$ cat src/rtl/ps2_rx_fifo.sv
// PS/2 device-to-host receiver: synchronises and deglitches the PS/2 lines,
// deframes start/8 data/odd parity/stop, and buffers accepted bytes in a
// first-word-fall-through FIFO with registered outputs and error pulses.
module ps2_rx_fifo #(
  parameter int FILTER_LEN     = 8,
  parameter int TIMEOUT_CYCLES = 50000,
  parameter int FIFO_DEPTH     = 16,
  parameter bit CHECK_PARITY   = 1'b1
) (
  input  logic                            clk,
  input  logic                            rst,
  input  logic                            ps2_clk,
  input  logic                            ps2_data,
  input  logic                            rd_en,
  output logic [7:0]                      rx_data,
  output logic                            rx_valid,
  output logic [$clog2(FIFO_DEPTH+1)-1:0] fifo_count,
  output logic                            parity_err,
  output logic                            frame_err,
  output logic                            timeout_err,
  output logic                            overflow
);

  localparam int FW = $clog2(FILTER_LEN + 1);
  localparam int TW = $clog2(TIMEOUT_CYCLES + 1);
  localparam int AW = $clog2(FIFO_DEPTH);
  localparam int CW = $clog2(FIFO_DEPTH + 1);

  localparam logic [FW-1:0] FILT_LAST = FW'(FILTER_LEN - 1);
  localparam logic [FW-1:0] FILT_ONE  = FW'(1);
  localparam logic [TW-1:0] TMO_LAST  = TW'(TIMEOUT_CYCLES - 1);
  localparam logic [TW-1:0] TMO_ONE   = TW'(1);
  localparam logic [AW-1:0] PTR_ONE   = AW'(1);
  localparam logic [CW-1:0] CNT_ONE   = CW'(1);
  localparam logic [CW-1:0] CNT_FULL  = CW'(FIFO_DEPTH);

  typedef enum logic [1:0] {
    ST_IDLE   = 2'd0,
    ST_DATA   = 2'd1,
    ST_PARITY = 2'd2,
    ST_STOP   = 2'd3
  } state_e;

  // Odd parity holds when data bits plus parity bit contain an odd number of ones.
  function automatic logic odd_parity_ok(input logic [7:0] b, input logic p);
    return ^{b, p};
  endfunction

  logic          clk_s1_q, clk_s2_q, dat_s1_q, dat_s2_q;
  logic          filt_clk_q, filt_clk_d;
  logic [FW-1:0] filt_cnt_q, filt_cnt_d;
  logic          fall_s;

  state_e        state_q, state_d;
  logic [2:0]    bit_cnt_q, bit_cnt_d;
  logic [7:0]    shift_q, shift_d;
  logic          par_q, par_d;
  logic [TW-1:0] tmo_q, tmo_d;
  logic          perr_q, perr_d, ferr_q, ferr_d, terr_q, terr_d;
  logic          push_s;

  logic [7:0]    mem_q [FIFO_DEPTH];
  logic [AW-1:0] wr_ptr_q, wr_ptr_d, rd_ptr_q, rd_ptr_d;
  logic [CW-1:0] count_q, count_d;
  logic [7:0]    rx_data_q, rx_data_d;
  logic          rx_valid_q, rx_valid_d;
  logic          ovf_q, ovf_d;
  logic          pop_s, full_s, wr_en_s;

  // Deglitch filter: flip the filtered clock once the synchronised level has differed for FILTER_LEN cycles.
  always_comb begin
    filt_clk_d = filt_clk_q;
    filt_cnt_d = {FW{1'b0}};
    fall_s     = 1'b0;
    if (clk_s2_q != filt_clk_q) begin
      if (filt_cnt_q == FILT_LAST) begin
        filt_clk_d = clk_s2_q;
        filt_cnt_d = {FW{1'b0}};
        fall_s     = filt_clk_q;
      end else begin
        filt_cnt_d = filt_cnt_q + FILT_ONE;
      end
    end else begin
      filt_cnt_d = {FW{1'b0}};
    end
  end

  // Frame deserialiser with inter-edge timeout; errors and the push decision come from the stop-bit sample.
  always_comb begin
    state_d   = state_q;
    bit_cnt_d = bit_cnt_q;
    shift_d   = shift_q;
    par_d     = par_q;
    tmo_d     = tmo_q;
    perr_d    = 1'b0;
    ferr_d    = 1'b0;
    terr_d    = 1'b0;
    push_s    = 1'b0;
    case (state_q)
      ST_IDLE: begin
        if (fall_s && !dat_s2_q) begin
          state_d   = ST_DATA;
          bit_cnt_d = 3'd0;
          shift_d   = 8'd0;
        end else begin
          state_d   = ST_IDLE;
        end
      end
      ST_DATA: begin
        if (fall_s) begin
          shift_d = {dat_s2_q, shift_q[7:1]};
          if (bit_cnt_q == 3'd7) begin
            state_d   = ST_PARITY;
            bit_cnt_d = 3'd0;
          end else begin
            bit_cnt_d = bit_cnt_q + 3'd1;
          end
        end else begin
          state_d = ST_DATA;
        end
      end
      ST_PARITY: begin
        if (fall_s) begin
          par_d   = dat_s2_q;
          state_d = ST_STOP;
        end else begin
          state_d = ST_PARITY;
        end
      end
      ST_STOP: begin
        if (fall_s) begin
          state_d = ST_IDLE;
          if (!dat_s2_q) begin
            ferr_d = 1'b1;
          end else if ((CHECK_PARITY == 1'b1) && !odd_parity_ok(shift_q, par_q)) begin
            perr_d = 1'b1;
          end else begin
            push_s = 1'b1;
          end
        end else begin
          state_d = ST_STOP;
        end
      end
      default: begin
        state_d = ST_IDLE;
      end
    endcase
    // An open frame that stalls for TIMEOUT_CYCLES is abandoned.
    if (state_q != ST_IDLE) begin
      if (fall_s) begin
        tmo_d = {TW{1'b0}};
      end else if (tmo_q == TMO_LAST) begin
        tmo_d     = {TW{1'b0}};
        terr_d    = 1'b1;
        state_d   = ST_IDLE;
        bit_cnt_d = 3'd0;
        shift_d   = 8'd0;
      end else begin
        tmo_d = tmo_q + TMO_ONE;
      end
    end else begin
      tmo_d = {TW{1'b0}};
    end
  end

  // FIFO bookkeeping; the next head byte is precomputed so rx_data leaves a flop.
  always_comb begin
    pop_s    = rd_en & rx_valid_q;
    full_s   = (count_q == CNT_FULL);
    wr_en_s  = push_s & (~full_s | pop_s);
    ovf_d    = push_s & full_s & ~pop_s;
    wr_ptr_d = wr_en_s ? (wr_ptr_q + PTR_ONE) : wr_ptr_q;
    rd_ptr_d = pop_s ? (rd_ptr_q + PTR_ONE) : rd_ptr_q;
    case ({wr_en_s, pop_s})
      2'b10:   count_d = count_q + CNT_ONE;
      2'b01:   count_d = count_q - CNT_ONE;
      default: count_d = count_q;
    endcase
    rx_valid_d = (count_d != {CW{1'b0}});
    if (count_d == {CW{1'b0}}) begin
      rx_data_d = 8'd0;
    end else if (wr_en_s && (wr_ptr_q == rd_ptr_d)) begin
      rx_data_d = shift_q;
    end else begin
      rx_data_d = mem_q[rd_ptr_d];
    end
  end

  // All state registers with synchronous reset.
  always_ff @(posedge clk) begin
    if (rst) begin
      clk_s1_q   <= 1'b1;
      clk_s2_q   <= 1'b1;
      dat_s1_q   <= 1'b1;
      dat_s2_q   <= 1'b1;
      filt_clk_q <= 1'b1;
      filt_cnt_q <= {FW{1'b0}};
      state_q    <= ST_IDLE;
      bit_cnt_q  <= 3'd0;
      shift_q    <= 8'd0;
      par_q      <= 1'b0;
      tmo_q      <= {TW{1'b0}};
      perr_q     <= 1'b0;
      ferr_q     <= 1'b0;
      terr_q     <= 1'b0;
      wr_ptr_q   <= {AW{1'b0}};
      rd_ptr_q   <= {AW{1'b0}};
      count_q    <= {CW{1'b0}};
      rx_data_q  <= 8'd0;
      rx_valid_q <= 1'b0;
      ovf_q      <= 1'b0;
    end else begin
      clk_s1_q   <= ps2_clk;
      clk_s2_q   <= clk_s1_q;
      dat_s1_q   <= ps2_data;
      dat_s2_q   <= dat_s1_q;
      filt_clk_q <= filt_clk_d;
      filt_cnt_q <= filt_cnt_d;
      state_q    <= state_d;
      bit_cnt_q  <= bit_cnt_d;
      shift_q    <= shift_d;
      par_q      <= par_d;
      tmo_q      <= tmo_d;
      perr_q     <= perr_d;
      ferr_q     <= ferr_d;
      terr_q     <= terr_d;
      wr_ptr_q   <= wr_ptr_d;
      rd_ptr_q   <= rd_ptr_d;
      count_q    <= count_d;
      rx_data_q  <= rx_data_d;
      rx_valid_q <= rx_valid_d;
      ovf_q      <= ovf_d;
      if (wr_en_s) begin
        mem_q[wr_ptr_q] <= shift_q;
      end
    end
  end

  assign rx_data     = rx_data_q;
  assign rx_valid    = rx_valid_q;
  assign fifo_count  = count_q;
  assign parity_err  = perr_q;
  assign frame_err   = ferr_q;
  assign timeout_err = terr_q;
  assign overflow    = ovf_q;

endmodule

$ cat config.mk
export PLATFORM = sky130hd
export DESIGN_NAME = ps2_rx_fifo
export DESIGN_NICKNAME = d
export VERILOG_FILES = /design/src/rtl/ps2_rx_fifo.sv
export SDC_FILE = /design/constraint.sdc
export NUM_CORES = 1
export LEC_CHECK = 0
export ABC_AREA = 1
export BUFFER_PORTS_ARGS = -buffer_cell sky130_fd_sc_hd__buf_2
export CAP_MARGIN = 15
export CORE_MARGIN = 2
export CORE_UTILIZATION = 50
export CTS_CLUSTER_SIZE = 14
export DETAILED_ROUTE_END_ITERATION = 12
export MAX_ROUTING_LAYER = met4
export PLACE_DENSITY = 0.66
export SETUP_SLACK_MARGIN = 0.2
export SLEW_MARGIN = 10
export SYNTH_ARGS = -nofsm -noshare
export SYNTH_HDL_FRONTEND = slang
export SYNTH_SLANG_ARGS = --single-unit
$ cat constraint.sdc
create_clock -name clk -period 5.04 [get_ports clk]
set_input_delay 1.26 -clock clk [delete_from_list [all_inputs] [get_ports clk]]
set_output_delay 1.26 -clock clk [all_outputs]
set_load 0.02 [all_outputs]
==> impl_metrics.ini, run 1 <==
[floorplanning]
core_area_mm2 = 0.0166
std_cell_rows = 47
die_h_um = 134
fp.dieW_um = 134
die_area_mm2 = 0.0180
io_pins = 23
initial_utilization_pct = 51.1

[power_and_ir_drop]
pwr-share-clk_pct = 36.7
p_leak_nw = 3.90
internal-power_mw = 2.52
pwr-share-comb_pct = 14.2
p_switching_uw = 931
switching_share_pct = 26.9
peakVddDrop_uv = 245
pwr-share-seq_pct = 49.1
power.density_mw_per_mm2 = 366

[timing]
rsz0062_at_grt = no
fin_crit_sh_pct = 73.8
max_freq_ghz = 0.269
hold_viol = 0
finalSetupViolCount = 0
slew_headroom_pct = 39.3
worstMarginPinSlew_ps = 909
skew_ps = 9.57
slew_viol_final = 0
fin_crit_ps = 3720
tns_ps = 0

[route]
vias = 6001
ant_nets = 0
wl_per_cell_um = 15.9
drt_iter0_markers = 434
viasPerCell = 5.26
drcViolationCount = 0
drt_wl_total_mm = 18.1
drtPass1Iterations = 4

[clocking]
cts.sinks = 193
cts_tree = done
clock_latency_ps = 440
ctsHoldBuffers = 0
htree_levels = 4
postCtsSetupRepairBufs = 0
clkSlewWorstSetupHoldPaths_ps = 70
clockRootBuffer = clkbuf_16
clockBufferDepth = 2
cts_resized = 0
cts_buffers = 17

[setup_path]
required_ps = 5420
end_kind = flip-flop
crit_path_start_kind = flip-flop
cp.arrival_ps = 4100
critPathMaxFanout = 21
worstSetupPathType = flip-flop to flip-flop

[yosys]
synthCells = 879
synth.yosys.seq_area_share_pct = 60.7
ys_types = 38
ys_ff_latch = 193
syn_area_mm2 = 0.00848
synth_area_per_cell_um2 = 9.65
syn_nets = 898
synth_warnings = 0

[place]
port_buffers = 22
routabilityCongestion = 0.887
hpwlAfterDp_mm = 11.9

[cells_and_area]
nets = 926
syn_to_final_growth_pct = 11.3
drive_gt1_share_pct = 10.4
seqCellArea_mm2 = 0.00514
antenna_cells = 0
multi_input_area_mm2 = 0.00275
fin_util_pct = 56.9
fill_cells = 1474

[global_route]
grt-busiest-layer = met2
grtUsageTotal_pct = 22.1
antenna_found_initial = 0
grt_remaining_overflow = 0
use_met2_pct = 35.3
grt_pass1_vias = 5616
grt_first_pass_wirelength_mm = 29.4
grt_use_met1_pct = 29.1
met3_usage_pct = 3.63
grt_max_degree = 121

[min_path]
hold_class = flip-flop to flip-flop

[outcome]
status = finished clean

[job]
timing.max_cap.violations = 0
-- worst max-delay path, cell delays in order (launching register included) --
cell and delay [ps]:
dfxtp_1 920, inv_1 180, nand2_1 100, nand3_1 80, nand2_1 100, nand2_1 60, nand2_1 60, nand2_1 70
nand2_1 130, nand2_1 150, ha_1 310, fa_1 410, nand2_1 90, nand2_1 50, a21oi_1 140, xor2_1 170
nand2_1 60, o21ai_0 70, nand2_1 80, nand2_1 250, nand2_1 90, nor2_1 100
-- area by class of cell --
class / count / area share [%]
inverter: 122 / 4.85
clock inverter: 13 / 1.21
multi-input combinational: 534 / 29.1
clock buffer: 19 / 4.69
timing repair buffer: 39 / 2.71
sequential: 193 / 54.5
tap: 220 / 2.92
-- per-layer routing --
layer	vias up	part of all wire, %
met5	-	0
met4	0	1.5
li1	3033	-
met2	131	48
met3	21	4.6
met1	2816	46
-- layout by cell type, fill, tap and decap left out, types with 4 or more instances in the layout --
cell and instances:
buf_4 15, ha_1 13, nand4_1 11, nor2_1 76, o211ai_1 42, buf_2 23
clkbuf_16 17, inv_1 116, nor3b_1 4, a21oi_1 44, inv_2 4, edfxtp_1 128
nand2_2 5, nand3_1 91, o21ai_0 23, nand2_1 163, dfxtp_1 65, clkinvlp_4 4
o21ai_1 6, nor4_1 4, xor2_1 5, or2_2 6, nor3_1 19
-- worst paths after layout --
check | from | end | slack [ps] | cells past startpoint
setup / recovery | shift_q[6]$_SDFF_PP0_ | rx_data[1]$_SDFF_PP0_ | 1320 | 21
hold / removal | clk_s1_q$_SDFF_PP1_ | clk_s2_q$_SDFF_PP1_ | 410 | 1
setup reg to reg | shift_q[6]$_SDFF_PP0_ | rx_data[1]$_SDFF_PP0_ | 1320 | 21
hold reg to reg | clk_s1_q$_SDFF_PP1_ | clk_s2_q$_SDFF_PP1_ | 410 | 1
-- logic make-up after synthesis --
family                     after synthesis  synth area share (%)
DFF                                    193                  60.7
adders and majority gates               14                  2.15
buffers and inverters                  152                  7.07
AOI/OAI and AO/OA                      122                  8.66
xor gates and xnor gates                 8                 0.826
and+or+nand+nor                        390                  20.6
-- Yosys cell counts, drive strengths merged --
library cell / count / area share [%]
o21ai: 30 / 1.8
o21a: 1 / 0.089
nor3: 21 / 1.3
buf: 20 / 1.2
nand2: 170 / 7.8
nand3: 93 / 5.6
a22oi: 1 / 0.089
nor3b: 4 / 0.35
fa: 1 / 0.24
or2: 6 / 0.44
inv: 120 / 5.3
clkinv: 2 / 0.089
a31oi: 1 / 0.074
nor4: 4 / 0.30
a21oi: 44 / 2.6
o21bai: 2 / 0.18
clkbuf: 10 / 0.44
xor2: 5 / 0.52
nor2: 81 / 4.0
nand4: 11 / 0.81
o221ai: 1 / 0.10
edfxtp: 128 / 45
ha: 13 / 1.9
dfxtp: 65 / 15
o211ai: 42 / 3.7
xnor2: 3 / 0.31
-- power groups by stage --
stage               Sequential [mW]  Clock, mW  Combinational (mW)
floorplan                      1.74          0               0.361
global placement               1.73          0               0.474
detailed placement             1.73          0               0.477
CTS                            1.70       1.29               0.479
global route                   1.70       1.35               0.555
finish                         1.70       1.27               0.489
-- per-stage QoR --
| step | std cells | total power [mW] | area [um2] | worst slack (ps) | hold WS (ps) |
|---|---|---|---|---|---|
| 3_3_place_gp | 1106 | 2.20 | 8840 | 1270 | 392 |
| 6_report | 1140 | 3.46 | 9440 | 1320 | 411 |
| 4_1_cts | 1138 | 3.46 | 9400 | 1320 | 415 |
| 5_1_grt | 1140 | 3.60 | 9440 | 826 | 425 |
| 3_5_place_dp | 1106 | 2.21 | 8840 | 1160 | 397 |
| 2_1_floorplan | 879 | 2.10 | 8480 | 1650 | 389 |
-- flip-flops by register name, indices dropped and copies added, names as in the netlist, 2 cells and up --
name	cells
wr_ptr_q	4
state_q	2
shift_q	8
filt_cnt_q	4
fifo_count	5
rx_data	8
rd_ptr_q	4
tmo_q	16
bit_cnt_q	3
mem_q	128
Note: power is estimated with default switching activity, not from simulation.
==> run 2, diff against run 1 <==
Clock period 5.04 ns to 3.44 ns, I/O delays scaled along.
==> impl_metrics.ini, run 2 (synthesized netlist as in run 1, its figures left out) <==
[setup_path]
cpMostUsedCell = nand2_1
crit_slowest_cell = fa_1
worstSetupPathType = flip-flop to flip-flop
crit_path_start_kind = flip-flop
max_stage_delay_ps = 380
critPathMaxFanout = 8
cp.arrival_ps = 3380
required_ps = 3810
cp_num_buf_inv = 1
end_kind = flip-flop
path_cells = ha_2 -> nand2_2 -> nor2_4 -> nand2_4 -> nor3_4 -> nand3_2 -> inv_2 -> nand2_2 -> ha_4 -> fa_1 -> nand2_1 -> nand2_1 -> a21oi_2 -> xor2_1 -> nand2_1 -> o21ai_0 -> nand2_1 -> nand2_2 -> nand2_1 -> nor2_1
critPathTopFamily = simple AND/OR/NAND/NOR gates

[route]
wl_per_cell_um = 16.1
ant_nets = 0
drcViolationCount = 0
drt_iter0_markers = 491
drt_wl_total_mm = 18.7
vias = 6092
viasPerCell = 5.25
drtPass1Iterations = 5

[clocking]
clock_latency_ps = 430
cts_buffers = 17
clockBufferDepth = 2
htree_levels = 4
ctsHoldBuffers = 0
cts_tree = done
clkSlewWorstSetupHoldPaths_ps = 70
clockRootBuffer = clkbuf_16
cts.sinks = 193

[place]
hpwlAfterDp_mm = 12.5
port_buffers = 22
routabilityCongestion = 0.862

[cells_and_area]
fin_util_pct = 58.5
nets = 946
antenna_cells = 0
top_regs = mem_q: 128 flops, tmo_q: 16 flops
syn_to_final_growth_pct = 14.4
fill_cells = 1436
layout_commonest_cell = nand2_1
final_cell_mix = nand2_1 (160), edfxtp_1 (128), inv_1 (115)
largest_reg_flops = 128
top_register = mem_q
drive_gt1_share_pct = 13.4

[min_path]
hold_class = flip-flop to flip-flop

[timing]
fin_crit_ps = 3010
slew_headroom_pct = 56.4
tns_ps = 0
worstMarginPinSlew_ps = 652
skew_ps = 7.56
hold_viol = 0
hold_ws_ps = 411
finalSetupViolCount = 0
rsz0062_at_grt = no
slew_viol_final = 0
max_freq_ghz = 0.332
fin_crit_sh_pct = 87.5

[floorplanning]
fp.dieW_um = 134
die_area_mm2 = 0.0180
io_pins = 23
std_cell_rows = 47
die_h_um = 134
core_area_mm2 = 0.0166
initial_utilization_pct = 51.1

[global_route]
antenna_found_initial = 0
grt_pass1_vias = 5616
grt_max_degree = 49
grtUsageTotal_pct = 22.0
grt_first_pass_wirelength_mm = 29.2
grt_remaining_overflow = 0

[outcome]
status = finished clean

[power_and_ir_drop]
p_leak_nw = 4.07
power.density_mw_per_mm2 = 544
peakVddDrop_uv = 356
fin_total_pwr_mw = 5.27

[job]
timing.max_cap.violations = 0
[run 2: cell count changes in the layout (fill, tap and decap cells not counted), moves of 2 or more]
cell	delta
buf_4	+19
nand2_2	+2
clkinv_2	-2
nor3_2	-2
bufinv_16	+2
nand2_1	-3
ha_1	-2
buf_12	+2
nand2_4	+2
[run 2: power by group]
group,switching [mW],leakage (nW),internal [mW]
registers,0.0250,2.01,2.46
clock network,0.875,0.289,1.16
logic,0.511,1.76,0.247
[run 2: worst paths after layout]
check | start | to | slack, ps | depth (start not counted)
worst max-delay path | filt_cnt_q[0]$_SDFF_PP0_ | rx_data[1]$_SDFF_PP0_ | 430 | 20
worst max register to register | filt_cnt_q[0]$_SDFF_PP0_ | rx_data[1]$_SDFF_PP0_ | 430 | 20
worst min register to register | dat_s1_q$_SDFF_PP1_ | dat_s2_q$_SDFF_PP1_ | 410 | 1
worst min-delay path | dat_s1_q$_SDFF_PP1_ | dat_s2_q$_SDFF_PP1_ | 410 | 1
[run 2: per-stage QoR]
step,instance area [um2],std cells,worst slack (ps)
6_report,9700,1160,430
5_1_grt,9700,1160,185
4_1_cts,9630,1158,248
3_5_place_dp,9020,1126,60.1
3_3_place_gp,9020,1126,141
2_1_floorplan,8480,879,454
[run 2: worst register-to-register path, delay by kind of cell, from the launching register on]
family / cells / cell delay [ps]
and+or+nand+nor: 13 / 1400
DFF: 1 / 340
buffers and inverters: 1 / 80
xor gates and xnor gates: 1 / 150
AOI/OAI and AO/OA: 2 / 190
adders and majority gates: 3 / 760
[run 2: metal layers]
| metal | track usage [%] | vias to the layer above | wire length [um] |
|---|---|---|---|
| met2 | 35.3 | 148 | 9100 |
| met3 | 4.72 | 34 | 940 |
| met5 | - | - | 0 |
| li1 | - | 3075 | - |
| met1 | 27.9 | 2835 | 8230 |
| met4 | 7.25 | 0 | 384 |
[run 2: area by class of cell]
class / count / area, um2 / share of cell area (%)
clock buffers: 18 / 429 / 4.43
clock inverters: 14 / 181 / 1.87
inverters: 122 / 458 / 4.72
multi-input cells: 535 / 2800 / 28.9
flip-flops and latches: 193 / 5150 / 53.1
well taps: 220 / 275 / 2.84
repair buffers: 58 / 405 / 4.18
[run 2: what timing repair did]
item / CTS / global route
gates resized for setup: 1 / 15
gates cloned: 0 / 1
setup buffers: 0 / 1
endpoints found under the hold margin: 0 / 0
pin swaps: 0 / 3
setup endpoints to repair: 8 / 10
==> run 3, diff against run 2 <==
Settings changed: MAX_ROUTING_LAYER met4 to unset.
==> impl_metrics.ini, run 3 (synthesized netlist as in run 1, its figures left out) <==
[outcome]
status = finished clean

[route]
ant_nets = 0
drt_wl_total_mm = 18.7
vias = 6099
drt_iter0_markers = 461
wl_per_cell_um = 16.1
viasPerCell = 5.26
drtPass1Iterations = 5
drcViolationCount = 0

[timing]
fin_crit_sh_pct = 87.8
setup_ws_ps = 419
skew_ps = 6.24
rsz0062_at_grt = no
slew_headroom_pct = 56.8
max_freq_ghz = 0.331
hold_viol = 0
worstMarginPinSlew_ps = 646
tns_ps = 0
slew_viol_final = 0
finalSetupViolCount = 0
fin_crit_ps = 3020

[cells_and_area]
fill_cells = 1436
top_regs = mem_q: 128 flops, tmo_q: 16 flops
antenna_cells = 0
seqCellArea_mm2 = 0.00515
drive_gt1_share_pct = 13.4
nets = 946
syn_to_final_growth_pct = 14.4
layout_commonest_cell = nand2_1
multi_input_area_mm2 = 0.00280
top_register = mem_q
final_cell_mix = nand2_1 (160), edfxtp_1 (128), inv_1 (115)
largest_reg_flops = 128

[global_route]
grt_pass1_vias = 5628
antenna_found_initial = 0
grt_remaining_overflow = 0
grtUsageTotal_pct = 21.3
grt_max_degree = 49
grt_first_pass_wirelength_mm = 29.3

[floorplanning]
die_area_mm2 = 0.0180
fp.dieW_um = 134
die_h_um = 134
io_pins = 23
std_cell_rows = 47
core_area_mm2 = 0.0166
initial_utilization_pct = 51.1

[setup_path]
critPathMaxFanout = 8
r2r_start = filt_cnt_q[0]$_SDFF_PP0_
crit_path_start_kind = flip-flop
worstSetupPathType = flip-flop to flip-flop
max_stage_delay_ps = 380
required_ps = 3810
cp-startpoint = filt_cnt_q[0]$_SDFF_PP0_
crit_slowest_cell = fa_1
cpMostUsedCell = nand2_1
path_cells = ha_2 -> nand2_2 -> nor2_4 -> nand2_4 -> nor3_4 -> nand3_2 -> inv_2 -> nand2_2 -> ha_4 -> fa_1 -> nand2_1 -> nand2_1 -> a21oi_2 -> xor2_1 -> nand2_1 -> o21ai_0 -> nand2_1 -> nand2_2 -> nand2_1 -> nor2_1
end_kind = flip-flop
cp.arrival_ps = 3390

[place]
routabilityCongestion = 0.849
hpwlAfterDp_mm = 12.5
port_buffers = 22
post-place-ws_ps = 60.1

[clocking]
cts_tree = done
clockBufferDepth = 2
ctsHoldBuffers = 0
cts.sinks = 193
clockRootBuffer = clkbuf_16
htree_levels = 4
cts_buffers = 17
clock_latency_ps = 430
clkSlewWorstSetupHoldPaths_ps = 70

[power_and_ir_drop]
p_leak_nw = 4.07
power.density_mw_per_mm2 = 544
peakVddDrop_uv = 354

[min_path]
hold_class = flip-flop to flip-flop
min_from = dat_s1_q$_SDFF_PP1_

[job]
timing.max_cap.violations = 0
## run 3: cell counts in the layout (fill, tap and decap cells not counted)
No cell type changed its count.
## run 3: path summary, 6_finish.rpt
kind	to	slack (ps)	cells past startpoint
worst max register to register	rx_data[2]$_SDFF_PP0_	420	20
worst min register to register	dat_s2_q$_SDFF_PP1_	410	1
worst max-delay path	rx_data[2]$_SDFF_PP0_	420	20
worst min-delay path	dat_s2_q$_SDFF_PP1_	410	1
## run 3: repair_timing
action	CTS	global route
setup endpoints to repair	8	10
gates cloned	0	1
setup buffers	0	1
pin swaps	0	3
resized for setup	1	15
## run 3: area by class of cell
cell class | count | share of cell area (%)
timing repair buffer | 58 | 4.18
clock inverter | 14 | 1.87
multi-input combinational | 535 | 28.9
clock buffer | 18 | 4.43
sequential | 193 | 53.1
inverter | 122 | 4.72
tap | 220 | 2.84
## run 3: layer usage
layer	track usage [%]	share of wire [%]	up-vias
met3	5.03	5.9	27
met4	7.43	1.8	0
li1	-	-	3076
met5	0	0	-
met1	27.7	43	2835
met2	35.3	49	161
## run 3: power by group
group          switching [mW]  internal [mW]
Combinational           0.510          0.247
Sequential             0.0250           2.46
Clock                   0.877           1.16
Total                    1.41           3.86
## run 3: critical path, delay by kind of cell (launching register included)
| kind | cells | cell delay (ps) |
|---|---|---|
| buffers and inverters | 1 | 80 |
| adder cells (fa/ha/maj) | 3 | 760 |
| flip-flops | 1 | 340 |
| AND/OR/NAND/NOR | 13 | 1420 |
| AO/OA/AOI/OAI | 2 | 200 |
| XOR/XNOR | 1 | 150 |
## run 3: metrics by stage
step | cell area [um2] | std cells | hold WS [ps] | util (%) | power [mW]
final | 9700 | 1160 | 411 | 58.5 | 5.27
after global routing | 9700 | 1160 | 439 | 58.5 | 5.48
after CTS | 9630 | 1158 | 415 | 58.1 | 5.27
after detailed placement | 9020 | 1126 | 398 | 54.4 | 3.26
after global placement | 9020 | 1126 | 392 | 54.4 | 3.26
after floorplan | 8480 | 879 | 389 | - | 3.08
